[src/rtl/mips_mem_arbiter.sv]
`default_nettype none
// ============================================================================
//  Module   : mips_mem_arbiter
//  Purpose  : Shares one single-port unified SRAM between the MIPS core's
//             instruction-fetch port (IF) and its load/store port (DM).
//             Accesses are serialised as IDLE -> ISSUE -> WAIT -> DONE.
//             The memory has a fixed read latency. Completion is signalled
//             with a one-cycle ack. DM wins ties, but a starvation counter
//             forces an IF grant after STARVE_MAX consecutive DM wins.
//  Ports    : clk, rst             clock, synchronous active-high reset
//             if_req/if_addr       fetch request and address
//             if_rdata/if_ack      fetch data and completion pulse
//             dm_req/dm_we/dm_be   load/store request, write enable, byte enables
//             dm_addr/dm_wdata     load/store address and store data
//             dm_rdata/dm_ack      load data and completion pulse
//             mem_en/mem_we/mem_be memory strobe, write enable, byte enables
//             mem_addr/mem_wdata   memory address and write data
//             mem_rdata            memory read data (MEM_LAT cycles after mem_en)
//             busy                 high whenever the arbiter is not idle
//  Revision : 1.0  initial release
// ============================================================================
module mips_mem_arbiter #(
    parameter int ADDR_W     = 32,
    parameter int DATA_W     = 32,
    parameter int MEM_LAT    = 1,   // legal 1..4
    parameter int STARVE_MAX = 4    // legal 1..15
) (
    input  logic                clk,
    input  logic                rst,
    input  logic                if_req,
    input  logic [ADDR_W-1:0]   if_addr,
    output logic [DATA_W-1:0]   if_rdata,
    output logic                if_ack,
    input  logic                dm_req,
    input  logic                dm_we,
    input  logic [DATA_W/8-1:0] dm_be,
    input  logic [ADDR_W-1:0]   dm_addr,
    input  logic [DATA_W-1:0]   dm_wdata,
    output logic [DATA_W-1:0]   dm_rdata,
    output logic                dm_ack,
    output logic                mem_en,
    output logic                mem_we,
    output logic [DATA_W/8-1:0] mem_be,
    output logic [ADDR_W-1:0]   mem_addr,
    output logic [DATA_W-1:0]   mem_wdata,
    input  logic [DATA_W-1:0]   mem_rdata,
    output logic                busy
);

    localparam int         BE_W       = DATA_W / 8;
    localparam logic [1:0] LAT_INIT   = 2'(MEM_LAT - 1);
    localparam logic [3:0] STARVE_LIM = 4'(STARVE_MAX);
    localparam logic       OWNER_IF   = 1'b1;
    localparam logic       OWNER_DM   = 1'b0;

    typedef enum logic [1:0] {
        S_IDLE  = 2'd0,
        S_ISSUE = 2'd1,
        S_WAIT  = 2'd2,
        S_DONE  = 2'd3
    } state_t;

    state_t             state_q, state_d;
    logic               owner_q, owner_d;
    logic [ADDR_W-1:0]  addr_q, addr_d;
    logic               we_q, we_d;
    logic [BE_W-1:0]    be_q, be_d;
    logic [DATA_W-1:0]  wdata_q, wdata_d;
    logic [1:0]         lat_cnt_q, lat_cnt_d;
    logic [3:0]         starve_cnt_q, starve_cnt_d;
    logic [DATA_W-1:0]  if_rdata_q, if_rdata_d;
    logic [DATA_W-1:0]  dm_rdata_q, dm_rdata_d;
    logic               w_grant_if;

    always_ff @(posedge clk) begin
        if (rst) begin
            state_q      <= S_IDLE;
            owner_q      <= OWNER_DM;
            addr_q       <= '0;
            we_q         <= 1'b0;
            be_q         <= '0;
            wdata_q      <= '0;
            lat_cnt_q    <= 2'd0;
            starve_cnt_q <= 4'd0;
            if_rdata_q   <= '0;
            dm_rdata_q   <= '0;
        end else begin
            state_q      <= state_d;
            owner_q      <= owner_d;
            addr_q       <= addr_d;
            we_q         <= we_d;
            be_q         <= be_d;
            wdata_q      <= wdata_d;
            lat_cnt_q    <= lat_cnt_d;
            starve_cnt_q <= starve_cnt_d;
            if_rdata_q   <= if_rdata_d;
            dm_rdata_q   <= dm_rdata_d;
        end
    end

    // IF wins only when DM is absent or IF has waited out STARVE_MAX DM grants
    assign w_grant_if = if_req && (!dm_req || (starve_cnt_q == STARVE_LIM));

    always_comb begin
        state_d      = state_q;
        owner_d      = owner_q;
        addr_d       = addr_q;
        we_d         = we_q;
        be_d         = be_q;
        wdata_d      = wdata_q;
        lat_cnt_d    = lat_cnt_q;
        starve_cnt_d = starve_cnt_q;
        if_rdata_d   = if_rdata_q;
        dm_rdata_d   = dm_rdata_q;
        case (state_q)
            S_IDLE: begin
                if (if_req || dm_req) begin
                    state_d = S_ISSUE;
                    if (w_grant_if) begin
                        // Fetches are always full-word reads
                        owner_d      = OWNER_IF;
                        addr_d       = if_addr;
                        we_d         = 1'b0;
                        be_d         = '1;
                        wdata_d      = '0;
                        starve_cnt_d = 4'd0;
                    end else begin
                        owner_d = OWNER_DM;
                        addr_d  = dm_addr;
                        we_d    = dm_we;
                        be_d    = dm_be;
                        wdata_d = dm_wdata;
                        if (!if_req) begin
                            starve_cnt_d = 4'd0;
                        end else if (starve_cnt_q != STARVE_LIM) begin
                            starve_cnt_d = starve_cnt_q + 4'd1;
                        end
                    end
                end
            end
            S_ISSUE: begin
                lat_cnt_d = LAT_INIT;
                state_d   = S_WAIT;
            end
            S_WAIT: begin
                if (lat_cnt_q == 2'd0) begin
                    // Only the owner's data register is touched
                    if (owner_q == OWNER_IF) begin
                        if_rdata_d = mem_rdata;
                    end else begin
                        dm_rdata_d = mem_rdata;
                    end
                    state_d = S_DONE;
                end else begin
                    lat_cnt_d = lat_cnt_q - 2'd1;
                end
            end
            S_DONE: begin
                state_d = S_IDLE;
            end
            default: begin
                state_d = S_IDLE;
            end
        endcase
    end

    // Memory fields are presented only during ISSUE and are zero otherwise
    assign mem_en    = (state_q == S_ISSUE);
    assign mem_we    = mem_en && we_q;
    assign mem_be    = mem_en ? be_q : '0;
    assign mem_addr  = mem_en ? addr_q : '0;
    assign mem_wdata = mem_en ? wdata_q : '0;

    assign if_ack    = (state_q == S_DONE) && (owner_q == OWNER_IF);
    assign dm_ack    = (state_q == S_DONE) && (owner_q == OWNER_DM);
    assign if_rdata  = if_rdata_q;
    assign dm_rdata  = dm_rdata_q;
    assign busy      = (state_q != S_IDLE);

endmodule
`default_nettype wire
[config.mk]
export PLATFORM = sky130hd
export DESIGN_NAME = mips_mem_arbiter
export DESIGN_NICKNAME = d
export VERILOG_FILES = /design/src/rtl/mips_mem_arbiter.sv
export SDC_FILE = /design/constraint.sdc
export NUM_CORES = 1
export LEC_CHECK = 0
export ABC_AREA = 1
export BUFFER_PORTS_ARGS = -buffer_cell sky130_fd_sc_hd__buf_2
export CAP_MARGIN = 25
export CORE_MARGIN = 2
export CORE_UTILIZATION = 35
export DETAILED_ROUTE_END_ITERATION = 10
export GPL_ROUTABILITY_DRIVEN = 0
export GPL_TIMING_DRIVEN = 0
export PLACE_DENSITY_LB_ADDON = 0.3
export SYNTH_ARGS = -nofsm -noshare
export SYNTH_HDL_FRONTEND = slang
export SYNTH_SLANG_ARGS = --single-unit
[constraint.sdc]
create_clock -name clk -period 1.91 [get_ports clk]
set_input_delay 0.2865 -clock clk [delete_from_list [all_inputs] [get_ports clk]]
set_output_delay 0.2865 -clock clk [all_outputs]
set_load 0.01 [all_outputs]
; Word-level counts from Yosys, hierarchy flattened
; Index checks and enable logic that the tools add are counted.
[word_totals]
output_inout_bits = 137
in_bits = 137
reg_bits = 142
word_cells = 55
[classes]
n_reduce_logical = 17
bitwise_logic = 1
eq_ne = 9
add_sub_neg = 2
n_mux = 16
[ops]
columns = operator, n
row1 = $mux 32, 4
row2 = $mux 4, 5
row3 = $reduce_and 3->1, 3
row4 = $pmux 2 s4, 1
row5 = $mux 2, 3
row6 = $ne 2x2->1 const B, 3
row7 = $reduce_and 2->1, 3
row8 = $add 4x1->4 const B, 1
row9 = $eq 2x2->1 const B, 2
row10 = $eq 4x3->1 const B, 1
row11 = $logic_and 1x1->1, 4
row12 = $logic_not 2->1, 2
row13 = $ne 4x3->1 const B, 1
row14 = $pmux 2 s2, 1
row15 = $reduce_bool 2->1, 2
row16 = $ne 3x1->1 const B, 1
row17 = $eq 2x1->1 const B, 1
row18 = $logic_or 1x1->1, 2
row19 = $mux 1, 2
row20 = $sub 2x1->2 const B, 1
row21 = $logic_not 1->1, 1
row22 = $not 1->1, 1

; Depth between registers and ports, before layout
; Gate-level depths: netlist of run 1.
[logic_depth]
ltp_word = 5
mapped_depth = 10
ltp_nobuf = 9

; Worst setup path after synthesis of run 1
; Ideal clock, no wire load.
[synth_path]
path_kind = reg2out
start = register state_q[1]
end = output mem_wdata[21]
path_buffers = 3
setup_slack_ps = 244
t_arrival_ps = 1379
stages_incl_launch_ff = 8
required_ps = 1623
cell_sequence = dfxtp_1 > inv_1 > ha_1 > buf_2 > buf_2 > buf_1 > nand2_1 > inv_1
[synth_between]
elab_chain_len = 2
[synth_lines]
columns = element, line
row1 = start: declaration, 63  ; state_t state_q, state_d;
row2 = start signal: assignment, 88  ; state_q <= state_d;
row3 = $eq 2x1->1, 168  ; assign mem_en = (state_q == S_ISSUE);
row4 = via mem_en, 41  ; output logic mem_en,
row5 = $mux 32, 172  ; assign mem_wdata = mem_en ? wdata_q : '0;
row6 = end: declaration, 45  ; output logic [DATA_W-1:0] mem_wdata,
; The timed path passes the listed nets, and every way through them passes these cells.

; Worst setup path after layout of run 1
[layout_path]
start = register state_q[1]
end = output mem_we
[layout_between]
elab_chain_len = 2
[layout_lines]
columns = element, line
row1 = $eq 2x1->1, 168
row2 = $logic_and 1x1->1, 169  ; assign mem_we = mem_en && we_q;
row3 = end: declaration, 42  ; output logic mem_we,
; Every way passes these cells.

==> results of run 1 <==
## flip-flops by register name, indices dropped and copies added (netlist names)
signal        flops
dm_rdata         32
state_q           2
wdata_q          32
be_q              4
starve_cnt_q      4
if_rdata         32
we_q              1
addr_q           32
owner_q           1
lat_cnt_q         2
## logic make-up after synthesis
group / count (synthesis) / synth area share
AOI/OAI and AO/OA: 114 / 0.0899
adders and majority gates: 7 / 0.0138
xor gates and xnor gates: 1 / 0.00138
DFF: 142 / 0.447
and+or+nand+nor: 494 / 0.323
buffers and inverters: 190 / 0.126
## worst min-delay path, delay by kind of cell
kind                   cells  cell delay (ns)
buffers and inverters      2             0.11
AO/OA/AOI/OAI              1             0.07
## metrics by stage
stage	cell area, um2	hold WS, ns	setup WS, ns
detailed placement	8010	0.444	-0.181
CTS	8710	0.0651	0.00599
finish	8750	0.0840	0.0864
floorplan	6360	0.407	0.244
global route	8750	0.0811	-0.0000426
global placement	8010	0.441	-0.174
## power by group through the flow
stage | combinational, mW | sequential, mW | clock, mW
6_report | 4.29 | 4.01 | 3.35
5_1_grt | 4.81 | 4.08 | 3.55
4_1_cts | 4.26 | 4.00 | 3.43
3_5_place_dp | 4.03 | 4.05 | 0
3_3_place_gp | 4.00 | 4.03 | 0
2_1_floorplan | 2.48 | 4.14 | 0
## cells in the final DEF (no fill, tap or decap), types with 2 or more instances in the layout
master      netlist  layout
buf_2            26     293
nand2_1         213     213
nor2_1          142     141
dfxtp_1         142     140
nand3_1         134     134
inv_1           121     119
a21oi_1          72      72
o21ai_0          41      41
clkbuf_16         0      18
clkbuf_1         24      16
buf_4             4       9
buf_6             5       7
buf_1             8       6
ha_1              7       6
inv_6             0       5
clkbuf_2          1       4
clkinvlp_4        0       4
clkbuf_4          0       3
inv_2             1       3
diode_2           0       2
buf_8             0       2
clkbuf_8          0       2
nand2_2           2       2
nor2_2            1       2
clkinv_4          0       2
bufinv_16         0       2
dfxtp_2           0       2
## cell type report
type,count,area (um2)
Timing Repair Buffer,276,1440
Antenna cell,2,5.00
Tap cell,229,287
Clock buffer,18,439
Inverter,122,458
Multi-Input combinational cell,616,2740
Sequential cell,142,2850
Clock inverter,14,156
Fill cell,1897,9150
Buffer,67,390
## timing repair
item	CTS	global route
gates resized for setup	26	13
setup endpoints to repair	71	106
cloned	0	1
buffers inserted	3	1
## layer usage
metal | part of all wire | vias up | global-route usage
met5 | 0 | - | 0
met1 | 0.46 | 3039 | 0.268
met4 | 0.027 | 0 | 0.0856
met3 | 0.060 | 38 | 0.0418
met2 | 0.46 | 223 | 0.319
li1 | - | 3533 | -
## path summary, 6_finish.rpt
check                                 start                   endpoint  slack [ns]  cells after the start
setup / recovery    state_q[1]$_SDFFE_PP0P_                     mem_we        0.09                      7
hold / removal                     dm_be[0]       be_q[0]$_SDFFE_PP0P_        0.08                      3
setup reg to reg    state_q[0]$_SDFFE_PP0P_    addr_q[26]$_SDFFE_PP0P_        0.16                      9
hold reg to reg   lat_cnt_q[0]$_SDFFE_PP0P_  lat_cnt_q[0]$_SDFFE_PP0P_        0.45                      1
==> results.sh, run 1 <==
export IMPL_grt_use_total=0.202
export IMPL_critical_path_cell_chain="inv_2, ha_4, buf_8, buf_12, nand2_1, inv_1, buf_2"
export IMPL_synth_top_area_frac=0.447
export IMPL_area_delta_synth_final_pct=37.6
export IMPL_post_layout_nonfiller_instances=1486
export IMPL_drt_antenna_violating_nets=0
export IMPL_fin_worst_skew_ns=0.00595
export IMPL_timing_critical_path_slowest_cell_delay_ns=0.32
export IMPL_design_die_area_um2=19300
export IMPL_slowest_stage="dfxtp_2"
export IMPL_drt_pass1_iterations=5
export IMPL_clock_insertion_delay_worst_skew_ns=0.42
export IMPL_clock_tree_buffer_depth=2
export IMPL_setup_tns_ns=0
export IMPL_htreeDepth=4
export IMPL_holdCritPathClass="in2reg"
export IMPL_avgRoutedWirePerCell_um=13.4
export IMPL_grt_antenna_before_repair=2
export IMPL_synth_top_cells_by_count="nand2_1, dfxtp_1, nor2_1, nand3_1, inv_1"
export IMPL_tritoncts_num_buffers=17
export IMPL_post_route_cells_drive_above_1_share=0.291
export IMPL_share_clk_of_total_power=0.288
export IMPL_seq_area_frac_synth=0.447
export IMPL_layout_worst_path_cycle_share=0.955
export IMPL_postRouteWirelength_um=19900
export IMPL_seq_power_share=0.344
export IMPL_syn_instance_count=948
export IMPL_total_net_switching_power_mw=4.37
export IMPL_yosysTopAreaCell="dfxtp_1"
export IMPL_synth_enable_flop_cells=0
export IMPL_timing_critical_path_required_ns=1.62
export IMPL_run_status="complete, no violations"
export IMPL_synth_yosys_warnings=0
export IMPL_power_density_nw_per_um2=1330
export IMPL_placeable_core_area_um2=17900
export IMPL_cts_root_buf="clkbuf_16"
export IMPL_clock_sinks=142
export IMPL_io_pins=274
export IMPL_number_of_global_route_vias_before_repair=6200
export IMPL_grt_start_max_net_pins=17
export IMPL_crit_path_time_final_ns=1.82
export IMPL_final_nets=1386
export IMPL_p_comb_frac=0.369
export IMPL_slew_viol_final=0
export IMPL_p_leak_nw=4.96
export IMPL_internal_power_mw=7.28
export IMPL_irDropWorstVdd_mv=0.620
export IMPL_post_drt_via_cell_ratio=4.60
export IMPL_dominant_cell_by_count_in_the_synthesized_netlist="nand2_1"
export IMPL_design_power_total_mw=11.6
export IMPL_setup_worst_path_class="reg2out"
export IMPL_buffer_ports_inserted=271
export IMPL_timing_worst_slew_pin_value_ns=0.582
export IMPL_setup_viol=0
export IMPL_syn_mean_instance_area_um2=6.71
export IMPL_synth_area_leaders="dfxtp_1, nand2_1, nand3_1, nor2_1, inv_1"
export IMPL_fmaxAchievable_mhz=548
export IMPL_postSynthRegisterBits=142
export IMPL_yosys_most_used_dff="dfxtp_1"
export IMPL_hold_viol=0
export IMPL_die_width_um=139
export IMPL_critical_path_n_buffers_inverters=5
export IMPL_hpwl_after_dpl_um=14800
export IMPL_floorplan_initialDensity=0.355
export IMPL_crit_end_element="primary output"
export IMPL_post_syn_area_um2=6360
export IMPL_synthesis_nets=1092
export IMPL_drt_first_iter_violations=327
export IMPL_worst_path_dominant_cell_family="buffers and inverters"
export IMPL_wire_length_of_the_first_global_routing_pass_um=31500
export IMPL_clock_tree_from_tritoncts="built"
export IMPL_cts_hold_buffers_added=0
export IMPL_dpl_cell_count=1448
export IMPL_synth_async_sr_flop_share=0
export IMPL_timing_critical_path_fanout_max=9
export IMPL_critical_path_arrival_ns=1.54
export IMPL_finish_utilization=0.489
export IMPL_grt_overflow=0
export IMPL_post_route_drc_count=0
export IMPL_die_height_um=139
export IMPL_worst_slew_margin_rel=0.612
export IMPL_maxCapViolCount=0
export IMPL_critPathLaunchType="flop"
export IMPL_rows=49
export IMPL_ys_types=21
export IMPL_num_vias=6833
export IMPL_power_switching_fraction=0.375
export IMPL_clkSlewWorstSetupHoldPaths_ns=0.06
(Power assumes the default switching activity.)
==> run 2: changes to the inputs <==
- PLACE_DENSITY_LB_ADDON: 0.3 -> 0.2
==> results.sh, run 2 (same netlist as run 1, synthesis figures left out) <==
export IMPL_regArea_um2=2850
export IMPL_timing_critical_path_fanout_max=7
export IMPL_layout_common_cells="buf_2, nand2_1, nor2_1"
export IMPL_clock_insertion_delay_worst_skew_ns=0.41
export IMPL_clock_sinks=142
export IMPL_slew_viol_final=0
export IMPL_number_of_fill_cells_in_the_layout=1922
export IMPL_drt_antenna_violating_nets=0
export IMPL_fmaxAchievable_mhz=532
export IMPL_setup_viol=0
export IMPL_grt_start_max_net_pins=17
export IMPL_critical_path_arrival_ns=1.59
export IMPL_timing_worst_slew_pin_value_ns=0.551
export IMPL_postRouteWirelength_um=20000
export IMPL_layout_worst_path_cycle_share=0.985
export IMPL_grt_setup_unrepaired="yes"
export IMPL_post_layout_nonfiller_instances=1484
export IMPL_cts_root_buf="clkbuf_16"
export IMPL_placeable_core_area_um2=17900
export IMPL_clkSlewWorstSetupHoldPaths_ns=0.06
export IMPL_setup_tns_ns=0
export IMPL_number_of_global_route_vias_before_repair=6368
export IMPL_timing_critical_path_required_ns=1.62
export IMPL_multi_input_logic_area_um2=2800
export IMPL_placement_setup_worst_slack_ns=-0.151
export IMPL_cts_hold_buffers_added=0
export IMPL_placement_cell_area_um2=8010
export IMPL_critPathLaunchType="flop"
export IMPL_clock_tree_buffer_depth=2
export IMPL_die_height_um=139
export IMPL_rows=49
export IMPL_post_route_drc_count=0
export IMPL_worst_r2r_startpoint="state_q[0]$_SDFFE_PP0P_"
export IMPL_worstHoldPathCells=3
export IMPL_grt_overflow=0
export IMPL_avgRoutedWirePerCell_um=13.5
export IMPL_worst_slew_margin_rel=0.633
export IMPL_power_density_nw_per_um2=1310
export IMPL_wire_length_of_the_first_global_routing_pass_um=32000
export IMPL_final_nets=1386
export IMPL_holdCritPathClass="in2reg"
export IMPL_holdWs_ns=0.0931
export IMPL_dpl_cell_count=1448
export IMPL_drt_first_iter_violations=308
export IMPL_layout_cells_most_common="buf_2"
export IMPL_num_vias=6759
export IMPL_io_pins=274
export IMPL_clock_tree_from_tritoncts="built"
export IMPL_setup_worst_path_class="reg2out"
export IMPL_r2r_cells=9
export IMPL_post_route_cells_drive_above_1_share=0.309
export IMPL_setup_reg_to_reg_worst_slack_ns=0.18
export IMPL_fin_worst_skew_ns=0.00731
export IMPL_floorplan_initialDensity=0.355
export IMPL_timing_hold_worst_start="dm_be[0]"
export IMPL_die_width_um=139
export IMPL_postLayoutCellArea_um2=8840
export IMPL_final_critical_path_setup_slack_ns=0.0288
export IMPL_grt_use_total=0.205
export IMPL_area_delta_synth_final_pct=38.9
export IMPL_tritoncts_num_buffers=17
export IMPL_htreeDepth=4
export IMPL_maxCapViolCount=0
export IMPL_buffer_ports_inserted=271
export IMPL_irDropWorstVdd_mv=0.637
export IMPL_hpwl_after_dpl_um=14900
export IMPL_crit_path_time_final_ns=1.88
export IMPL_drt_pass1_iterations=8
export IMPL_hold_viol=0
export IMPL_crit_reg2reg_capture="addr_q[27]$_SDFFE_PP0P_"
export IMPL_crit_end_element="primary output"
export IMPL_run_status="complete, no violations"
export IMPL_p_leak_nw=4.98
export IMPL_post_drt_via_cell_ratio=4.55
export IMPL_grt_antenna_before_repair=3
export IMPL_design_die_area_um2=19300
export IMPL_timing_hold_worst_endpoint="be_q[0]$_SDFFE_PP0P_"
==> run 2: changes by cell type in the layout (fill, tap and decap cells not counted), moves of 2 or more <==
cell,before,now
buf_2,293,285
buf_4,9,6
buf_6,7,18
clkbuf_1,16,18
clkbuf_8,2,4
clkinv_2,1,3
inv_1,119,111
inv_2,3,11
inv_6,5,1
nand2_1,213,195
nand2_2,2,17
nand2_4,0,3
==> run 2: how the worst max path moves through the flow <==
| stage | from | endpoint | slack (ns) | cells past startpoint |
|---|---|---|---|---|
| after floorplan | state_q[1]$_SDFFE_PP0P_ | mem_wdata[21] | 0.24 | 7 |
| after global placement | state_q[1]$_SDFFE_PP0P_ | mem_wdata[30] | -0.18 | 8 |
| after detailed placement | state_q[1]$_SDFFE_PP0P_ | mem_wdata[30] | -0.15 | 8 |
| after CTS | state_q[1]$_SDFFE_PP0P_ | mem_be[2] | -0.01 | 8 |
| after global routing | state_q[1]$_SDFFE_PP0P_ | mem_wdata[28] | -0.05 | 8 |
| final | state_q[1]$_SDFFE_PP0P_ | mem_we | 0.03 | 8 |
==> run 2: where the power goes <==
part | leakage [nW] | switching, mW | internal, mW
clock | 0.274 | 1.25 | 1.97
sequential | 1.16 | 0.351 | 3.68
combinational | 3.55 | 2.70 | 1.65
==> run 2: what timing repair did <==
| action | CTS | global route |
|---|---|---|
| gates cloned | 1 | 0 |
| pin swaps | 0 | 10 |
| gates resized for setup | 25 | 53 |
| setup buffers | 3 | 0 |
| setup endpoints to repair | 69 | 120 |
==> run 2: cell type report <==
cell class / instances / area share
Timing Repair Buffer: 275 / 0.166
Tap cell: 229 / 0.0324
Multi-Input combinational cell: 616 / 0.316
Clock buffer: 20 / 0.0517
Antenna cell: 2 / 0.000566
Sequential cell: 142 / 0.322
Inverter: 122 / 0.0518
Clock inverter: 10 / 0.0130
Buffer: 68 / 0.0462
==> run 2: per-layer routing <==
layer	track usage	wire, um
met5	0	13
met4	0.0755	374
met3	0.0407	1050
met2	0.337	9290
met1	0.267	9280
==> run 2: worst max-delay path: stages (launching register included) <==
cell	delay, ns
dfxtp_2	0.33
inv_2	0.06
ha_4	0.16
buf_8	0.14
buf_8	0.13
buf_4	0.14
nand2_2	0.06
inv_1	0.03
buf_2	0.13
==> run 2: stage by stage <==
stage / util / power (mW)
finish: 0.494 / 11.6
CTS: 0.485 / 11.6
floorplan: - / 6.62
detailed placement: 0.447 / 8.07
global placement: 0.447 / 8.04
global route: 0.494 / 12.4
==> run 3: changes to the inputs <==
- CTS_CLUSTER_SIZE: unset -> 24
- clock period: 1.91 -> 2.2 ns (I/O delays scaled with it)
==> results.sh, run 3 (same netlist as run 1, synthesis figures left out) <==
export IMPL_run_status="complete, no violations"
export IMPL_wire_length_of_the_first_global_routing_pass_um=31900
export IMPL_post_route_cells_drive_above_1_share=0.278
export IMPL_area_delta_synth_final_pct=35.1
export IMPL_tritoncts_num_buffers=17
export IMPL_die_width_um=139
export IMPL_buffer_ports_inserted=271
export IMPL_critical_path_top_cell_by_count="inv_1"
export IMPL_grt_start_max_net_pins=17
export IMPL_grt_use_total=0.204
export IMPL_post_drt_via_cell_ratio=4.55
export IMPL_grt_antenna_before_repair=3
export IMPL_postRouteWirelength_um=19900
export IMPL_fin_worst_skew_ns=0.00758
export IMPL_power_density_nw_per_um2=1140
export IMPL_drt_antenna_violating_nets=0
export IMPL_hpwl_after_dpl_um=14900
export IMPL_worst_slew_margin_rel=0.632
export IMPL_holdCritPathClass="in2reg"
export IMPL_fmaxAchievable_mhz=492
export IMPL_number_of_fill_cells_in_the_layout=1930
export IMPL_grt_overflow=0
export IMPL_grt_setup_unrepaired="no"
export IMPL_floorplan_initialDensity=0.355
export IMPL_p_leak_nw=4.90
export IMPL_cts_root_buf="clkbuf_16"
export IMPL_post_route_drc_count=0
export IMPL_timing_worst_slew_pin_value_ns=0.551
export IMPL_irDropWorstVdd_mv=0.540
export IMPL_postLayoutCellArea_um2=8600
export IMPL_grt_met2_usage=0.335
export IMPL_clock_sinks=142
export IMPL_clkSlewWorstSetupHoldPaths_ns=0.06
export IMPL_clock_insertion_delay_worst_skew_ns=0.41
export IMPL_design_die_area_um2=19300
export IMPL_holdWs_ns=0.141
export IMPL_number_of_global_route_vias_before_repair=6336
export IMPL_rows=49
export IMPL_die_height_um=139
export IMPL_layout_cells_most_common="buf_2"
export IMPL_timing_critical_path_slowest_cell_delay_ns=0.33
export IMPL_critical_path_arrival_ns=1.70
export IMPL_setup_viol=0
export IMPL_io_pins=274
export IMPL_critical_path_cell_chain="inv_1, ha_1, buf_6, clkbuf_2, nand2_1, inv_1, buf_2"
export IMPL_final_nets=1381
export IMPL_final_critical_path_setup_slack_ns=0.169
export IMPL_drt_first_iter_violations=318
export IMPL_groute_layer_met3_usage=0.0407
export IMPL_groute_layer_met1_usage=0.267
export IMPL_clock_tree_from_tritoncts="built"
export IMPL_critPathLaunchType="flop"
export IMPL_setup_reg_to_reg_worst_slack_ns=0.29
export IMPL_placement_setup_worst_slack_ns=0.0952
export IMPL_worst_path_dominant_cell_family="buffers and inverters"
export IMPL_placeable_core_area_um2=17900
export IMPL_crit_end_element="primary output"
export IMPL_layout_worst_path_cycle_share=0.923
export IMPL_crit_path_time_final_ns=2.03
export IMPL_slowest_stage="dfxtp_1"
export IMPL_avgRoutedWirePerCell_um=13.4
export IMPL_maxCapViolCount=0
export IMPL_slew_viol_final=0
export IMPL_clock_tree_buffer_depth=2
export IMPL_timing_critical_path_fanout_max=10
export IMPL_critical_path_n_buffers_inverters=5
export IMPL_placement_cell_area_um2=8010
export IMPL_setup_tns_ns=0
export IMPL_layout_common_cells="buf_2, nand2_1, nor2_1, dfxtp_1, nand3_1"
export IMPL_hold_viol=0
export IMPL_cts_hold_buffers_added=0
export IMPL_setup_worst_path_class="reg2out"
export IMPL_gr_max_usage_layer="met2"
export IMPL_htreeDepth=4
export IMPL_timing_critical_path_required_ns=1.87
export IMPL_drt_pass1_iterations=5
export IMPL_num_vias=6732
-- run 3: area by class of cell --
type | count | area, um2 | share of cell area
Sequential cell | 142 | 2840 | 0.331
Multi-Input combinational cell | 616 | 2720 | 0.317
Timing Repair Buffer | 271 | 1360 | 0.158
Inverter | 122 | 458 | 0.0533
Clock buffer | 20 | 457 | 0.0531
Buffer | 67 | 357 | 0.0415
Tap cell | 229 | 287 | 0.0333
Clock inverter | 10 | 115 | 0.0134
Antenna cell | 2 | 5.00 | 0.000582
-- run 3: metal layers --
| layer | share of wire | wire [um] |
|---|---|---|
| met5 | 0.00065 | 13 |
| met4 | 0.017 | 342 |
| met3 | 0.056 | 1110 |
| met2 | 0.46 | 9160 |
| met1 | 0.47 | 9270 |
-- run 3: repair_timing --
action	4_1_cts	5_1_grt
setup endpoints to repair	60	23
pin swaps	0	0
gates resized for setup	9	3
setup buffers	0	0
-- run 3: path summary, 6_finish.rpt --
check                            start                         to  depth (start not counted)
max            state_q[1]$_SDFFE_PP0P_               mem_wdata[1]                          7
max reg2reg    state_q[0]$_SDFFE_PP0P_  dm_rdata[30]$_SDFFE_PP0P_                          8
min                           dm_be[0]       be_q[0]$_SDFFE_PP0P_                          3
min reg2reg  if_rdata[11]$_SDFFE_PP0P_  if_rdata[11]$_SDFFE_PP0P_                          2
-- run 3: per-stage QoR --
stage               power, mW  instances  utilization
global route             10.5       1479        0.480
global placement         6.98       1448        0.447
detailed placement       7.00       1448        0.447
floorplan                5.74        948            -
finish                   9.77       1479        0.480
CTS                      9.87       1478        0.480
-- run 3: report_power, final --
part / switching (mW) / internal (mW) / leakage [nW]
Combinational: 2.26 / 1.23 / 3.47
Clock: 1.09 / 1.72 / 0.274
Sequential: 0.284 / 3.19 / 1.16
-- run 3: tightest hold or removal path, cell delays in order --
cell and delay [ns]:
buf_2 0.07, o21ai_0 0.07, inv_1 0.05
